==> src/rtl/mc_pkg.sv <==
// Shared types and encodings for the multi-cycle control FSM and its decoder.
package mc_pkg;

  typedef enum logic [2:0] {
    ST_IDLE,
    ST_FETCH,
    ST_DECODE,
    ST_EXECUTE,
    ST_WRITEBACK
  } state_e;

  typedef enum logic [3:0] {
    ALU_NOP  = 4'd0,
    ALU_ADD  = 4'd1,
    ALU_SUB  = 4'd2,
    ALU_AND  = 4'd3,
    ALU_OR   = 4'd4,
    ALU_XOR  = 4'd5,
    ALU_MOV  = 4'd6,
    ALU_SLL  = 4'd7,
    ALU_SRL  = 4'd8,
    ALU_ROTR = 4'd9
  } alu_op_e;

  // Immediate source selection
  localparam logic [1:0] IMM_REG  = 2'd0;
  localparam logic [1:0] IMM_ZE15 = 2'd1;
  localparam logic [1:0] IMM_SE15 = 2'd2;
  localparam logic [1:0] IMM_SE20 = 2'd3;

  // Primary opcodes, IR[30:25]
  localparam logic [5:0] OP_MOVI = 6'b100010;
  localparam logic [5:0] OP_ADDI = 6'b101000;
  localparam logic [5:0] OP_ORI  = 6'b101100;
  localparam logic [5:0] OP_XORI = 6'b101011;
  localparam logic [5:0] OP_ALU1 = 6'b100000;

  // ALU_1 sub-ops, IR[4:0]
  localparam logic [4:0] SUB_ADD   = 5'b00000;
  localparam logic [4:0] SUB_SUB   = 5'b00001;
  localparam logic [4:0] SUB_AND   = 5'b00010;
  localparam logic [4:0] SUB_XOR   = 5'b00011;
  localparam logic [4:0] SUB_OR    = 5'b00100;
  localparam logic [4:0] SUB_SLLI  = 5'b01000;
  localparam logic [4:0] SUB_SRLI  = 5'b01001;
  localparam logic [4:0] SUB_ROTRI = 5'b01011;

endpackage

==> src/rtl/mc_decoder.sv <==
// Combinational instruction decoder: IR -> ALU/regfile control and immediate.
module mc_decoder
  import mc_pkg::*;
#(
  parameter int DataSize = 32
) (
  input  logic [DataSize-1:0] ir_i,
  output alu_op_e             alu_op_o,
  output logic [1:0]          imm_sel_o,
  output logic [4:0]          rd_o,
  output logic [4:0]          ra_o,
  output logic [4:0]          rb_o,
  output logic [DataSize-1:0] imm_o,
  output logic                legal_o,
  output logic                writes_o
);

  logic [5:0] opcode;
  logic [4:0] subop;
  logic       unused_bits;

  assign opcode      = ir_i[30:25];
  assign subop       = ir_i[4:0];
  assign rd_o        = ir_i[24:20];
  assign ra_o        = ir_i[19:15];
  assign rb_o        = ir_i[14:10];
  assign unused_bits = ^{ir_i[DataSize-1:31], ir_i[9:5]};

  // Opcode/sub-op decode and immediate extension
  always_comb begin
    alu_op_o  = ALU_NOP;
    imm_sel_o = IMM_REG;
    legal_o   = 1'b1;
    case (opcode)
      OP_MOVI: begin alu_op_o = ALU_MOV; imm_sel_o = IMM_SE20; end
      OP_ADDI: begin alu_op_o = ALU_ADD; imm_sel_o = IMM_SE15; end
      OP_ORI:  begin alu_op_o = ALU_OR;  imm_sel_o = IMM_ZE15; end
      OP_XORI: begin alu_op_o = ALU_XOR; imm_sel_o = IMM_ZE15; end
      OP_ALU1: begin
        case (subop)
          SUB_ADD:   alu_op_o = ALU_ADD;
          SUB_SUB:   alu_op_o = ALU_SUB;
          SUB_AND:   alu_op_o = ALU_AND;
          SUB_XOR:   alu_op_o = ALU_XOR;
          SUB_OR:    alu_op_o = ALU_OR;
          SUB_SLLI:  alu_op_o = ALU_SLL;
          // SRLI R0,R0,0 is the canonical NOP encoding
          SUB_SRLI:  alu_op_o = (ir_i[24:10] == '0) ? ALU_NOP : ALU_SRL;
          SUB_ROTRI: alu_op_o = ALU_ROTR;
          default:   legal_o  = 1'b0;
        endcase
      end
      default: legal_o = 1'b0;
    endcase

    case (imm_sel_o)
      IMM_ZE15: imm_o = {{(DataSize-15){1'b0}}, ir_i[14:0]};
      IMM_SE15: imm_o = {{(DataSize-15){ir_i[14]}}, ir_i[14:0]};
      IMM_SE20: imm_o = {{(DataSize-20){ir_i[19]}}, ir_i[19:0]};
      default:  imm_o = '0;
    endcase

    writes_o = legal_o && (alu_op_o != ALU_NOP);
  end

endmodule

==> src/rtl/mc_controller.sv <==
// Multi-cycle control FSM: sequences FETCH/DECODE/EXECUTE/WRITEBACK, owns PC and IR.
module mc_controller
  import mc_pkg::*;
#(
  parameter int DataSize = 32,
  parameter int MemSize  = 10
) (
  input  logic                clk,
  input  logic                reset,
  input  logic                stall,
  input  logic [DataSize-1:0] instruction,
  output logic [MemSize-1:0]  PC,
  output logic                IM_read,
  output logic                IM_write,
  output logic                IM_enable,
  output logic                rf_read,
  output logic                alu_en,
  output logic                rf_write,
  output logic [3:0]          alu_op,
  output logic [1:0]          imm_sel,
  output logic [4:0]          rd,
  output logic [4:0]          ra,
  output logic [4:0]          rb,
  output logic [DataSize-1:0] imm,
  output logic                illegal
);

  state_e              state_q;
  logic [MemSize-1:0]  pc_q;
  logic [MemSize-1:0]  pc_d;
  logic [DataSize-1:0] ir_q;
  logic                fetch_q;
  logic                decode_q;
  logic                exec_q;
  logic                wb_q;
  alu_op_e             dec_alu_op;
  logic                dec_legal;
  logic                dec_writes;

  assign pc_d = pc_q + 1'b1;

  // State, PC, IR and per-state strobe flags; everything holds while stalled
  always_ff @(posedge clk or posedge reset) begin
    if (reset) begin
      state_q  <= ST_IDLE;
      pc_q     <= '0;
      ir_q     <= '0;
      fetch_q  <= 1'b0;
      decode_q <= 1'b0;
      exec_q   <= 1'b0;
      wb_q     <= 1'b0;
    end else if (!stall) begin
      case (state_q)
        ST_IDLE: begin
          state_q <= ST_FETCH;
          fetch_q <= 1'b1;
        end
        ST_FETCH: begin
          state_q  <= ST_DECODE;
          fetch_q  <= 1'b0;
          decode_q <= 1'b1;
        end
        ST_DECODE: begin
          state_q  <= ST_EXECUTE;
          ir_q     <= instruction;
          decode_q <= 1'b0;
          exec_q   <= 1'b1;
        end
        ST_EXECUTE: begin
          state_q <= ST_WRITEBACK;
          exec_q  <= 1'b0;
          wb_q    <= 1'b1;
        end
        ST_WRITEBACK: begin
          state_q <= ST_FETCH;
          pc_q    <= pc_d;
          wb_q    <= 1'b0;
          fetch_q <= 1'b1;
        end
        default: begin
          state_q  <= ST_IDLE;
          fetch_q  <= 1'b0;
          decode_q <= 1'b0;
          exec_q   <= 1'b0;
          wb_q     <= 1'b0;
        end
      endcase
    end
  end

  mc_decoder #(.DataSize(DataSize)) u_decoder (
    .ir_i      (ir_q),
    .alu_op_o  (dec_alu_op),
    .imm_sel_o (imm_sel),
    .rd_o      (rd),
    .ra_o      (ra),
    .rb_o      (rb),
    .imm_o     (imm),
    .legal_o   (dec_legal),
    .writes_o  (dec_writes)
  );

  // Stall masks the registered strobes in the same cycle: a state's strobe is
  // seen only in the cycle that state actually advances, so each fires once.
  assign PC        = pc_q;
  assign IM_write  = 1'b0;
  assign IM_read   = fetch_q  & ~stall;
  assign IM_enable = fetch_q  & ~stall;
  assign rf_read   = decode_q & ~stall;
  assign alu_en    = exec_q   & ~stall;
  assign illegal   = exec_q   & ~stall & ~dec_legal;
  assign rf_write  = wb_q     & ~stall & dec_writes;
  assign alu_op    = dec_alu_op;

endmodule

==> config.mk <==
export PLATFORM = sky130hd
export DESIGN_NAME = mc_controller
export DESIGN_NICKNAME = d
export VERILOG_FILES = /design/src/rtl/mc_pkg.sv /design/src/rtl/mc_decoder.sv /design/src/rtl/mc_controller.sv
export SDC_FILE = /design/constraint.sdc
export NUM_CORES = 1
export LEC_CHECK = 0
export CAP_MARGIN = 5
export CORE_ASPECT_RATIO = 2
export CORE_MARGIN = 4
export CORE_UTILIZATION = 38
export DETAILED_ROUTE_END_ITERATION = 10
export GPL_TIMING_DRIVEN = 0
export MAX_ROUTING_LAYER = met4
export PLACE_DENSITY = 0.68
export SKIP_CTS_REPAIR_TIMING = 1
export SYNTH_ARGS = -nofsm -noshare
export SYNTH_HDL_FRONTEND = slang
export SYNTH_SLANG_ARGS = --single-unit
==> constraint.sdc <==
create_clock -name clk -period 5.3 [get_ports clk]
set_clock_uncertainty 0.2 [all_clocks]
set_input_delay 0.53 -clock clk [delete_from_list [all_inputs] [get_ports clk]]
set_output_delay 0.53 -clock clk [all_outputs]
set_load 0.1 [all_outputs]
## After elaboration in Yosys (flattened, before gate mapping)

Index checks and enable logic that the tools add are counted.

- Bitwise logic cells: 12
- $add $sub $neg: 1
- Eq/ne operators: 19
- Muxes and demuxes: 12
- Reductions and logical operators: 19

Operators with widths:

| cell | count |
|---|---|
| $pmux 32 s3 | 1 |
| $pmux 4 s8 | 1 |
| $eq 6x6->1 const B | 5 |
| $pmux 4 s5 | 1 |
| $eq 5x4->1 const B | 3 |
| $logic_not 15->1 | 1 |
| $pmux 3 s4 | 1 |
| $reduce_and 2->1 | 6 |
| $add 10x1->10 const B | 1 |
| $eq 5x2->1 const B | 2 |
| $pmux 1 s2 | 5 |
| $reduce_or 3->1 | 3 |
| $reduce_or 8->1 | 1 |
| $and 1x1->1 | 6 |
| $eq 3x2->1 const B | 2 |
| $not 1->1 | 6 |
| $pmux 2 s3 | 1 |
| $reduce_or 2->1 | 3 |
| $eq 5x1->1 const B | 1 |
| $eq 5x3->1 const B | 1 |
| $logic_not 5->1 | 1 |
| $eq 2x2->1 const B | 2 |
| $mux 4 | 1 |
| $reduce_bool 4->1 | 1 |
| other kinds (7) | 7 |

- Bits in registers: 48

## Logic depth before layout (Yosys ltp)

- Word-level depth: 7
- Gate-level depth with buffers: 6
- Gate-level depth less buffers: 4

## Cells and area by module

A second synthesis with hierarchy kept.

- Cell total of the unflattened synthesis: 255
- Area total of the unflattened synthesis: 2,757.6 sq um

By module, submodules not included:

| module | instances | seq. area each (sq um) | cells each | area an instance (sq um) |
|---|---|---|---|---|
| mc_controller | 1 | 1,226.2 | 153 | 2,058.2 |
| mc_decoder | 1 | 0.0 | 102 | 699.4 |

## Least setup slack after synthesis

No wires, ideal clock.

- Kind: register to output
- Start point: register ir_q[2]
- End point: output port illegal
- Path slack: -0.898 ns
- Arrival time: 5.468 ns
- Data required time: 4.570 ns
- Stages on the path, launching flop included: 5
- Cell sequence: dfrtp_1 > clkbuf_1 > o21a_1 > o22ai_1 > a2111oi_0

- Longest elaborated chain between the ends: 6

Ends and longest elaborated chain:

| element | RTL line | source |
|---|---|---|
| start: declaration | mc_controller.sv:31 | `logic [DataSize-1:0] ir_q;` |
| start signal: assignment | mc_controller.sv:65 | `ir_q <= instruction;` |
| $eq 5x1->1 (tied with other cells) | mc_decoder.sv:40 | `case (subop)` |
| $reduce_or 8->1 (no source line) * | - |  |
| $mux 1 * | mc_decoder.sv:40 |  |
| $pmux 1 s2 * | mc_decoder.sv:34 | `case (opcode)` |
| $not 1->1 * | mc_controller.sv:111 | `assign illegal = exec_q & ~stall & ~dec_legal;` |
| $and 1x1->1 * | mc_controller.sv:111 |  |
| end: declaration | mc_controller.sv:25 | `output logic illegal` |

Every way passes the cells marked *; elsewhere a longest branch is shown, timed or not.

## Final worst setup path

- Start point: register ir_q[27]
- End point: output port imm[28]

- Longest elaborated chain between the ends: 5

Ends and longest elaborated chain:

| element | RTL line | source |
|---|---|---|
| $eq 6x6->1 | mc_decoder.sv:34 |  |
| $reduce_or 2->1 (no source line) | - |  |
| $pmux 2 s3 * | mc_decoder.sv:34 |  |
| $eq 2x2->1 / $eq 2x1->1 (equally long branches) | mc_decoder.sv:56 | `case (imm_sel_o)` |
| $pmux 32 s3 * | mc_decoder.sv:56 |  |
| end: declaration | mc_controller.sv:24 | `output logic [DataSize-1:0] imm,` |

Marked as above.

==> results summary <==
In this run the worst hold path is classified as register to register. The ratio of cells with drive above 1 in the final layout is 0.236. The number of failing hold endpoints at the final stage came out at 0. The initial antenna violation count is 0. The cell sitting at the root of the clock tree is a clkbuf_16.

The initial cell density of the core is 0.392. CTS saw between 40 and 50 sinks. The Yosys step of the flow raised 0 warnings. The number of max-capacitance violations reported is 0. Before CTS, the worst setup slack after placement is around 1.2 ns.

After detailed routing, the average wire length per cell comes to 14.5 um. The die covers slightly below 9000 sq um. The final antenna-violating net count is 0.

The worst-path maximum fanout came out at 13. The cell count after placement came out at 447. The run finished with clean final reports.

The worst path in the final design needs a cycle of ~4.4 ns, including I/O delays and setup. The latest clock arrival within the worst-skew pair came out at about 0.29 ns. The number of nets in the synthesized netlist came out at between 200 and 300. The overall global routing resource usage is 0.166. The count of distinct cell types in the synthesized netlist is between 40 and 50. The number of max-slew violations in the final report is 0. The total setup violations reported at the end of the flow came out at 0. Counting the buffers created by CTS gives 5. The placed standard-cell area is a little under 4000 sq um. The number of filler cells placed in the layout is 631. The wire-length estimate of the detail-placed layout is ~5.3 mm. Entering global routing, the biggest net connects 29 pins. The via count of the first global-routing pass came out at around 2200. Setup repair after global routing left no endpoint under its margin.

Buffers placed on the I/O ports in this run total around 100. The least setup slack across all paths after layout is ~0.94 ns. For this run, design rule violations remaining after detail routing come to 0. The routed wire length came out at roughly 6.6 mm. The finished cells cover between 4000 and 5000 sq um. Dividing the detail-routed via count by the number of cells gives approximately 4.7.

The total of flip-flops plus latches after synthesis came out at between 40 and 50. The cell count after synthesis came out at 254. The kind of launch point of the worst setup path is a register. The y dimension of the die came out at 128 um. The buffer levels on the longest clock path came out at 2. The DRC violation total after the first TritonRoute iteration came out at between 70 and 80. The worst setup path is captured at a primary output. The fraction of registers with async set/reset is 1.00. The clock-pin slew of the registers on the worst-case setup and hold paths came out at around 0.060 ns.

In the synthesized netlist the dominant register cell turns out to be dfrtp_1. The sequential cell area in the final layout came out at around 1200 sq um. The I/O pin total came out at 105. At the end of routability-driven placement, the weighted congestion stood at 0.744. Ranked by total cell area, the synthesized netlist is headed by dfrtp_1 (44%), mux2_2 (12%), buf_4 (8.5%). The routed layout has 2149 vias. The net count of the finished layout is 400. The cell area after technology mapping came out at 2740 sq um.

In this run the tightest slew margin relative to its limit is 0.337. The actual slew at the worst max-slew pin is between 0.9 and 1 ns. The arrival time at the worst endpoint came out at between 3 and 4 ns.

The H-tree depth reported by CTS is 2. Row generation in the floorplan step produced 43 rows. The post-synthesis sequential area ratio is 0.439. The first detailed-routing pass ran for 4 iterations. The total area of multi-input combinational cells came out at roughly 1200 sq um. The most area-hungry cell type in the Yosys netlist is dfrtp_1.

Each instance of the synthesized netlist takes up on average between 10 and 15 sq um. The finished layout holds around 460 standard cells, fillers aside. The fraction of post-synthesis cell area in the top cell type by area came out at 0.439. The width of the die came out at ~68 um. From synthesis to final layout, the design area changed by 47.5%. The total core area came out at approximately 7000 sq um. Static timing analysis puts the maximum clock frequency at 229 MHz.

The total inserted antenna cells is 0. TritonCTS built the clock tree. Yosys mapped a number of flops with a built-in enable equal to 0.

The critical path in this run is classified as register to primary output. The data required time of the critical path came out at about 4.6 ns. The post-route clock period utilization is 0.823. The setup TNS came out at 0 ns. The leftover overflow at the end of global routing came out at 0.

The first global-routing pass estimated around 11 mm of wire.
-- placed cells by master, fill, tap and decap left out, types with 5 or more instances in the layout --
cell / n
nand2_1: 15
buf_4: 31
o21ai_0: 8
xor2_1: 5
and2_1: 15
nor2_1: 7
clkdlybuf4s50_1: 102
clkbuf_1: 7
xnor2_1: 10
nor2b_1: 7
clkbuf_16: 5
a21oi_1: 9
dfrtp_1: 48
mux2_2: 29
buf_6: 5
-- through the flow --
stage | util | hold WS (ns)
global route | 0.578 | 0.304
detailed placement | 0.557 | 0.271
global placement | 0.554 | 0.260
floorplan | - | 0.249
finish | 0.578 | 0.278
CTS | 0.578 | 0.285
-- layout make-up --
type / instances / area share
well taps: 90 / 0.0279
flip-flops and latches: 48 / 0.297
multi-input cells: 156 / 0.295
repair buffers: 103 / 0.258
clock buffers: 8 / 0.0362
inverters: 4 / 0.00372
plain buffers: 46 / 0.0824
-- sequential cells by signal, summed over array words and instances (netlist names) --
name / cells
wb_q: 1
PC: 10
decode_q: 1
exec_q: 1
fetch_q: 1
state_q: 3
ir_q: 31
-- Yosys cell counts (all sizes together) (3+ instances only) --
cell type,n
dfrtp,48
buf,40
mux2,32
and2,15
nand2,15
a21oi,10
xnor2,10
nor2,8
o21ai,8
nor2b,7
clkbuf,6
xor2,5
inv,4
nand4,4
nor4,4
and3,3
nand3b,3
nor3,3
-- critical path, cell delays in order, from the launching register on --
cell	delay, ns
dfrtp_1	0.41
or3b_1	0.37
clkbuf_2	0.17
or2_1	0.22
clkbuf_1	0.15
a21oi_1	0.65
buf_4	0.22
clkdlybuf4s50_1	1.13
-- cells by family (layout without fill, tap and decap cells) --
group	count (synthesis)	in the layout	share of synthesized area
buf+inv	50	161	0.127
fa+ha+maj	1	1	0.00457
xor+xnor	15	15	0.0480
mux	34	34	0.139
flops	48	48	0.439
compound gates	31	31	0.0713
simple gates	74	74	0.170
other cells	1	1	0.00137
-- path summary, 6_finish.rpt --
check | slack (ns) | from | cells past startpoint | endpoint
hold reg to reg | 0.28 | ir_q[5]$_DFFE_PP0P_ | 1 | ir_q[5]$_DFFE_PP0P_
min in group asynchronous | 0.37 | reset | 2 | PC[5]$_DFFE_PP0P_
max in group asynchronous | 4.02 | reset | 3 | ir_q[23]$_DFFE_PP0P_
setup / recovery | 0.94 | ir_q[27]$_DFFE_PP0P_ | 7 | imm[28]
hold / removal | 0.28 | ir_q[5]$_DFFE_PP0P_ | 1 | ir_q[5]$_DFFE_PP0P_
setup reg to reg | 3.31 | state_q[2]$_DFFE_PP0N_ | 6 | ir_q[17]$_DFFE_PP0P_
-- layer usage --
| metal | GRT usage | routed length [um] |
|---|---|---|
| met1 | 0.167 | 2290 |
| met4 | 0.0563 | 99 |
| met3 | 0.0307 | 378 |
| met5 | - | 0 |
| met2 | 0.305 | 3840 |
Power is not shown: default switching activity piles up to over one toggle a cycle in this logic, so the estimate is an artifact.
